--- config.mk ---
export PLATFORM = sky130hd
export DESIGN_NAME = bus_master_port
export DESIGN_NICKNAME = d
export VERILOG_FILES = /design/src/rtl/bus_pkg.sv /design/src/rtl/bus_shift_reg.sv /design/src/rtl/bus_master_port.sv
export SDC_FILE = /design/constraint.sdc
export NUM_CORES = 1
export LEC_CHECK = 0
export CORE_ASPECT_RATIO = 2
export CORE_MARGIN = 3
export CORE_UTILIZATION = 50
export DETAILED_ROUTE_END_ITERATION = 6
export PLACE_DENSITY = 0.77
export SKIP_LAST_GASP = 1
export SYNTH_ARGS = -nofsm -noshare
export SYNTH_HDL_FRONTEND = slang
export SYNTH_SLANG_ARGS = --single-unit
--- constraint.sdc ---
create_clock -name clk -period 2.6 [get_ports clk]
set_input_delay 0.26 -clock clk [delete_from_list [all_inputs] [get_ports clk]]
set_output_delay 0.26 -clock clk [all_outputs]
set_load 0.01 [all_outputs]
--- src/rtl/bus_pkg.sv ---
// Shared constants for the serial bus master port: default widths, header layout
// and the controller state encoding.
package bus_pkg;

    localparam int ADDR_W_DEF      = 14;
    localparam int DATA_W_DEF      = 8;
    localparam int ACK_TIMEOUT_DEF = 15;

    // The header carries the address, then read_en, then the 3-bit burst length.
    localparam int HDR_FIELDS_W = 4;
    localparam int HDR_LEN      = ADDR_W_DEF + HDR_FIELDS_W;

    localparam logic [2:0] ST_IDLE     = 3'd0;
    localparam logic [2:0] ST_ARB      = 3'd1;
    localparam logic [2:0] ST_HEADER   = 3'd2;
    localparam logic [2:0] ST_WAIT_ACK = 3'd3;
    localparam logic [2:0] ST_WDATA    = 3'd4;
    localparam logic [2:0] ST_RDATA    = 3'd5;
    localparam logic [2:0] ST_DONE     = 3'd6;

endpackage

--- src/rtl/bus_shift_reg.sv ---
// Shift register used by the master port: parallel load feeding the serial transmit
// line MSB first, and serial-in from the LSB side to assemble received bytes.
module bus_shift_reg #(
    parameter int W     = 18,
    parameter int OUT_W = 7
) (
    input  logic             clk,
    input  logic             rst_n,
    input  logic             load_i,
    input  logic [W-1:0]     load_val_i,
    input  logic             shift_i,
    input  logic             ser_i,
    output logic             ser_o,
    output logic [OUT_W-1:0] par_o
);

    logic [W-1:0] sr_q;
    logic [W-1:0] sr_d;

    // A load replaces whatever is left of the previous field, so it wins over a shift.
    always_comb begin
        sr_d = sr_q;
        if (load_i) begin
            sr_d = load_val_i;
        end else if (shift_i) begin
            sr_d = {sr_q[W-2:0], ser_i};
        end
    end

    always_ff @(posedge clk or negedge rst_n) begin
        if (!rst_n) begin
            sr_q <= '0;
        end else begin
            sr_q <= sr_d;
        end
    end

    assign ser_o = sr_q[W-1];
    assign par_o = sr_q[OUT_W-1:0];

endmodule

--- src/rtl/bus_master_port.sv ---
// Serial bus master: arbitrates for the bus, sends an address/command header, waits
// for the slave acknowledge, then streams write bytes out or collects read bytes in.
module bus_master_port
    import bus_pkg::*;
#(
    parameter int ADDR_W      = ADDR_W_DEF,
    parameter int DATA_W      = DATA_W_DEF,
    parameter int ACK_TIMEOUT = ACK_TIMEOUT_DEF
) (
    input  logic              clk,
    input  logic              reset,
    input  logic              enable,
    input  logic              read_en,
    input  logic [2:0]        burst_mode,
    input  logic [DATA_W-1:0] data_in,
    input  logic [ADDR_W-1:0] addr_in,
    output logic              request,
    output logic              bus_req,
    input  logic              bus_grant,
    output logic              tx_bit,
    output logic              tx_valid,
    input  logic              rx_bit,
    input  logic              rx_valid,
    input  logic              slave_ready,
    output logic [DATA_W-1:0] data_out,
    output logic              data_out_valid,
    output logic              error
);

    localparam int HW = ADDR_W + HDR_FIELDS_W;
    localparam int TW = $clog2(ACK_TIMEOUT + 1);

    logic [2:0]        state_q, state_d;
    logic              enable_q;
    logic [ADDR_W-1:0] addr_q, addr_d;
    logic [DATA_W-1:0] data_q, data_d;
    logic              rd_q, rd_d;
    logic [2:0]        burst_q, burst_d;
    logic [4:0]        bit_q, bit_d;
    logic [2:0]        beat_q, beat_d;
    logic [TW-1:0]     wait_q, wait_d;
    logic              error_q, error_d;
    logic [DATA_W-1:0] dout_q, dout_d;
    logic              dout_vld_q, dout_vld_d;

    logic              sr_load, sr_shift, tx_shift, rx_shift;
    logic [HW-1:0]     sr_load_val;
    logic              sr_ser;
    logic [DATA_W-2:0] sr_par;
    logic [DATA_W-1:0] next_byte;
    logic              on_bus, abort, enable_rise;

    assign enable_rise = enable & ~enable_q;
    assign on_bus      = (state_q == ST_HEADER) || (state_q == ST_WAIT_ACK) ||
                         (state_q == ST_WDATA)  || (state_q == ST_RDATA);
    assign abort       = on_bus & ~bus_grant;
    assign next_byte   = data_q + DATA_W'(beat_q) + DATA_W'(1);
    assign sr_shift    = tx_shift | rx_shift;

    // Grant loss is checked before any per-state work so a dropped grant never lets
    // another bit or byte complete.
    always_comb begin
        state_d     = state_q;
        addr_d      = addr_q;
        data_d      = data_q;
        rd_d        = rd_q;
        burst_d     = burst_q;
        bit_d       = bit_q;
        beat_d      = beat_q;
        wait_d      = wait_q;
        error_d     = 1'b0;
        dout_d      = dout_q;
        dout_vld_d  = 1'b0;
        sr_load     = 1'b0;
        sr_load_val = '0;
        tx_shift    = 1'b0;
        rx_shift    = 1'b0;
        if (abort) begin
            state_d = ST_IDLE;
            error_d = 1'b1;
        end else begin
            case (state_q)
                ST_IDLE: begin
                    if (enable_rise) begin
                        addr_d  = addr_in;
                        data_d  = data_in;
                        rd_d    = read_en;
                        burst_d = burst_mode;
                        state_d = ST_ARB;
                    end
                end
                ST_ARB: begin
                    if (bus_grant) begin
                        sr_load     = 1'b1;
                        sr_load_val = {addr_q, rd_q, burst_q};
                        bit_d       = '0;
                        state_d     = ST_HEADER;
                    end
                end
                ST_HEADER: begin
                    tx_shift = 1'b1;
                    if (bit_q == 5'(HW - 1)) begin
                        wait_d  = '0;
                        state_d = ST_WAIT_ACK;
                    end else begin
                        bit_d = bit_q + 5'd1;
                    end
                end
                ST_WAIT_ACK: begin
                    if (slave_ready) begin
                        bit_d  = '0;
                        beat_d = '0;
                        if (rd_q) begin
                            state_d = ST_RDATA;
                        end else begin
                            sr_load     = 1'b1;
                            sr_load_val = {data_q, {(HW - DATA_W){1'b0}}};
                            state_d     = ST_WDATA;
                        end
                    end else if (wait_q == TW'(ACK_TIMEOUT - 1)) begin
                        error_d = 1'b1;
                        state_d = ST_IDLE;
                    end else begin
                        wait_d = wait_q + TW'(1);
                    end
                end
                ST_WDATA: begin
                    tx_shift = 1'b1;
                    if (bit_q == 5'(DATA_W - 1)) begin
                        bit_d = '0;
                        if (beat_q == burst_q) begin
                            state_d = ST_DONE;
                        end else begin
                            beat_d      = beat_q + 3'd1;
                            sr_load     = 1'b1;
                            sr_load_val = {next_byte, {(HW - DATA_W){1'b0}}};
                        end
                    end else begin
                        bit_d = bit_q + 5'd1;
                    end
                end
                ST_RDATA: begin
                    if (rx_valid) begin
                        rx_shift = 1'b1;
                        if (bit_q == 5'(DATA_W - 1)) begin
                            dout_d     = {sr_par, rx_bit};
                            dout_vld_d = 1'b1;
                            bit_d      = '0;
                            if (beat_q == burst_q) begin
                                state_d = ST_DONE;
                            end else begin
                                beat_d = beat_q + 3'd1;
                            end
                        end else begin
                            bit_d = bit_q + 5'd1;
                        end
                    end
                end
                ST_DONE: begin
                    state_d = ST_IDLE;
                end
                default: begin
                    state_d = ST_IDLE;
                end
            endcase
        end
    end

    always_ff @(posedge clk or negedge reset) begin
        if (!reset) begin
            state_q    <= ST_IDLE;
            enable_q   <= 1'b0;
            addr_q     <= '0;
            data_q     <= '0;
            rd_q       <= 1'b0;
            burst_q    <= '0;
            bit_q      <= '0;
            beat_q     <= '0;
            wait_q     <= '0;
            error_q    <= 1'b0;
            dout_q     <= '0;
            dout_vld_q <= 1'b0;
        end else begin
            state_q    <= state_d;
            enable_q   <= enable;
            addr_q     <= addr_d;
            data_q     <= data_d;
            rd_q       <= rd_d;
            burst_q    <= burst_d;
            bit_q      <= bit_d;
            beat_q     <= beat_d;
            wait_q     <= wait_d;
            error_q    <= error_d;
            dout_q     <= dout_d;
            dout_vld_q <= dout_vld_d;
        end
    end

    bus_shift_reg #(
        .W     (HW),
        .OUT_W (DATA_W - 1)
    ) u_shift (
        .clk        (clk),
        .rst_n      (reset),
        .load_i     (sr_load),
        .load_val_i (sr_load_val),
        .shift_i    (sr_shift),
        .ser_i      (rx_bit),
        .ser_o      (sr_ser),
        .par_o      (sr_par)
    );

    // The transmit line is gated by the live grant so a lost grant silences it at once.
    assign tx_valid       = ((state_q == ST_HEADER) || (state_q == ST_WDATA)) && bus_grant;
    assign tx_bit         = tx_valid & sr_ser;
    assign request        = (state_q != ST_IDLE);
    assign bus_req        = (state_q != ST_IDLE);
    assign data_out       = dout_q;
    assign data_out_valid = dout_vld_q;
    assign error          = error_q;

endmodule

==> impl_results.md <==
- Routed len/inst: 15.7 um
- Initial antenna violation count: 0
- Global placer's final weighted congestion: 0.881
- Die Ht: between 100 and 150 um
- Worst Path Buf+Inv: 1
- CP top delay family: flip-flops
- Post-Route WL: 7360 um
- Area of the multi-input gates: between 1500 and 2000 um^2
- Syn nets: between 300 and 400
- Placed cell areas: roughly 4300 um^2
- Run status: completed
- Clk_skew: between 0.003 and 0.004 ns
- CTS tree: yes
- Root Buffer: clkbuf_16
- Final core utilization: about 63%
- Clock power frac: between 20% and 30%
- Number of global-route vias before repair: about 2600
- First-pass GRT wire length: 12300 um
- Worst Slack Setup Final: 0.282 ns
- Syn. warnings: 0
- Area Overhead vs Synth: 21.1%
- Post-synth EDFFs: 0
- Combinational Power Share: around a third
- Worst path cell trace: xnor2_1 > nor3_1 > and2_1 > clkdlybuf4s50_1
- Largest net degree at the start of global routing: 71
- Pwr Density: just over 1000 nW/um^2
- Max IR drop VDD: ~0.66 mV
- Sequential power share: between 40% and 50%
- Ratio of cells with drive above 1 in the final layout: 20.6%
- Post_cts resized: 0
- CP arrival: ~2.1 ns
- Die Wd: slightly below 70 um
- Setup CP Type: flip-flop to output pin
- Antenna diodes: 0
- Hold crit path type: primary input to flip-flop
- Worst-path fanout max: 18
- Core area: about 7300 um^2
- Synth async-reset ratio: 100%
- CP Launch Type: flip-flop
- Synth Cell Area: about 3800 um^2
- Hold Violations, Final: 0
- Detailed Route Iter0 Violations: between 150 and 200
- Crit path required time: between 2 and 2.5 ns
- Filler cells: 614
- Via density: 5.62
- FMAX: 431 MHz
- Critical path's largest stage delay: between 0.6 and 0.7 ns
- Post-layout min period: ~2.3 ns
- Hold buffers post-CTS: 1
- Distinct cells, synth: 57
- Placed insts: around 450
- Leak: approximately 2.1 nW
- Worst-Skew Late Latency: around 0.33 ns
- Drt drc: 0
- Post-route cell area: about 4600 um^2
- Final Setup Violations: 0
- Max Cap Violations: 0
- Crit. End Element: output pin
- Row count: 44
- Clk slew on worst S/H paths: 0.05 ns
- Switching power: about 1.5 mW
- Die area: between 8000 and 9000 um^2
- Final net count: 416
- IO Pins: 47
- Worst-margin pin slew: slightly below 0.7 ns
- Sink Count: 70
- Vias: 2640
- Post-synthesis instance total: about 330
- GRT overflow: 0
- #FFs+latches synth: 70
- Total track usage: between 10% and 20%
- Max_slew headroom: 54.0%
- Reg2reg setup slack: 0.45 ns
- Final Max Tran Viols: 0
- Drt pass-1 iters: 5
- Fin Setup TNS: 0 ns
- Buffer depth of the longest clock path: 2
- Port-buffer cells: 46
- TritonCTS Buffers: 9
- Main synth FF type: dfrtp_1
- Postcts setup bufs: 0
- Avg Cell Area, Syn: 11.6 um^2
- Sw frac: between 30% and 40%
- Post-Place Worst Slack: approximately 0.46 ns
- H-tree depth: 3
- HPWL Detailed: 5470 um
- FF+latch area: ~1800 um^2
- Slowest CP cell: dfrtp_1
- Final period util: roughly nine tenths
- Pint: around 3.1 mW
- Register area share after synthesis: roughly 46%
- RSZ-0062 raised after global routing: false
- Initial core utilization: ~52%
- Routed Antenna Nets: 0
- Final instance count without filler cells: 470
## placed cells by master (no fill, tap or decap), drive strengths merged, types with 3 or more instances in the layout
| cell type | instances |
|---|---|
| dfrtp | 70 |
| clkdlybuf4s50 | 45 |
| mux2 | 36 |
| mux2i | 27 |
| nand2 | 27 |
| o21ai | 23 |
| clkbuf | 12 |
| inv | 11 |
| nand3 | 10 |
| nor2 | 10 |
| ha | 9 |
| a21oi | 8 |
| xnor2 | 7 |
| nor2b | 7 |
| a222oi | 7 |
| buf | 7 |
| nand3b | 5 |
| nand2b | 5 |
| nand4 | 3 |
| and3 | 3 |
| o31ai | 3 |
| or4 | 3 |
## flip-flops by register name, summed over array words and instances (netlist names)
register	flops
wait_q	4
enable_q	1
data_out_valid	1
error	1
data_q	8
u_shift.sr_q	18
data_out	8
rd_q	1
state_q	3
addr_q	14
burst_q	3
bit_q	5
beat_q	3
## per-stage QoR
step	hold slack (ns)	total power [mW]
after floorplan	-0.0356	3.00
after global placement	0.308	3.27
after detailed placement	0.310	3.34
after CTS	0.399	4.64
after global routing	0.402	4.90
final	0.408	4.61
## final timing paths
| path | cells past startpoint | from | to |
|---|---|---|---|
| max in group asynchronous | 3 | reset | addr_q[9] |
| worst min register to register | 2 | addr_q[1] | u_shift.sr_q[5] |
| worst min-delay path | 1 | enable | enable_q |
| worst max-delay path | 4 | state_q[2] | tx_bit |
| worst max register to register | 6 | state_q[0] | u_shift.sr_q[13] |
| min in group asynchronous | 3 | reset | data_out_valid |
## cell families after synthesis
group | after synthesis | synth area share, %
adder cells (fa/ha/maj) | 10 | 3.50
flip-flops | 70 | 46.3
buffers and inverters | 29 | 5.22
AND/OR/NAND/NOR | 87 | 13.5
multiplexers | 63 | 17.8
XOR/XNOR | 9 | 2.08
AO/OA/AOI/OAI | 59 | 11.6
## Yosys cell counts (5+ instances only)
cell type  count  area share, %
a21oi_1        8            1.1
o21ai_0       13            1.7
dfrtp_1       70             46
nand2_1       26            2.6
mux2i_1       27            7.1
nand3b_1       5           0.99
xnor2_1        7            1.6
nor2_1         9           0.89
clkbuf_1       5           0.50
inv_1         11            1.1
nor2b_1        7            1.2
buf_6          6            1.8
mux2_2        36             11
o21ai_2       10            2.3
nand3_1       10            1.3
nand2b_1       5           0.83
a222oi_1       7            1.9
ha_1           9            3.0
## routing by layer
layer	track usage, %	vias to the layer above	wire [um]
met2	32.6	58	4120
met5	0	-	0
met1	20.3	1287	2760
li1	-	1283	-
met3	3.64	12	254
met4	10.4	0	215
## power groups by stage
stage / Clock [mW] / Sequential [mW] / Combinational (mW)
finish: 1.29 / 1.86 / 1.46
global placement: 0 / 1.85 / 1.42
detailed placement: 0 / 1.87 / 1.47
global route: 1.37 / 1.91 / 1.62
CTS: 1.31 / 1.85 / 1.48
floorplan: 0 / 1.70 / 1.30
## cell type report
cell class	instances	share of cell area, %
Clock buffer	12	5.38
Clock inverter	4	1.53
Inverter	11	0.900
Multi-Input combinational cell	228	40.1
Sequential cell	70	38.2
Tap cell	92	2.51
Timing Repair Buffer	53	11.4
No activity file was read; power rests on OpenSTA's default activity.
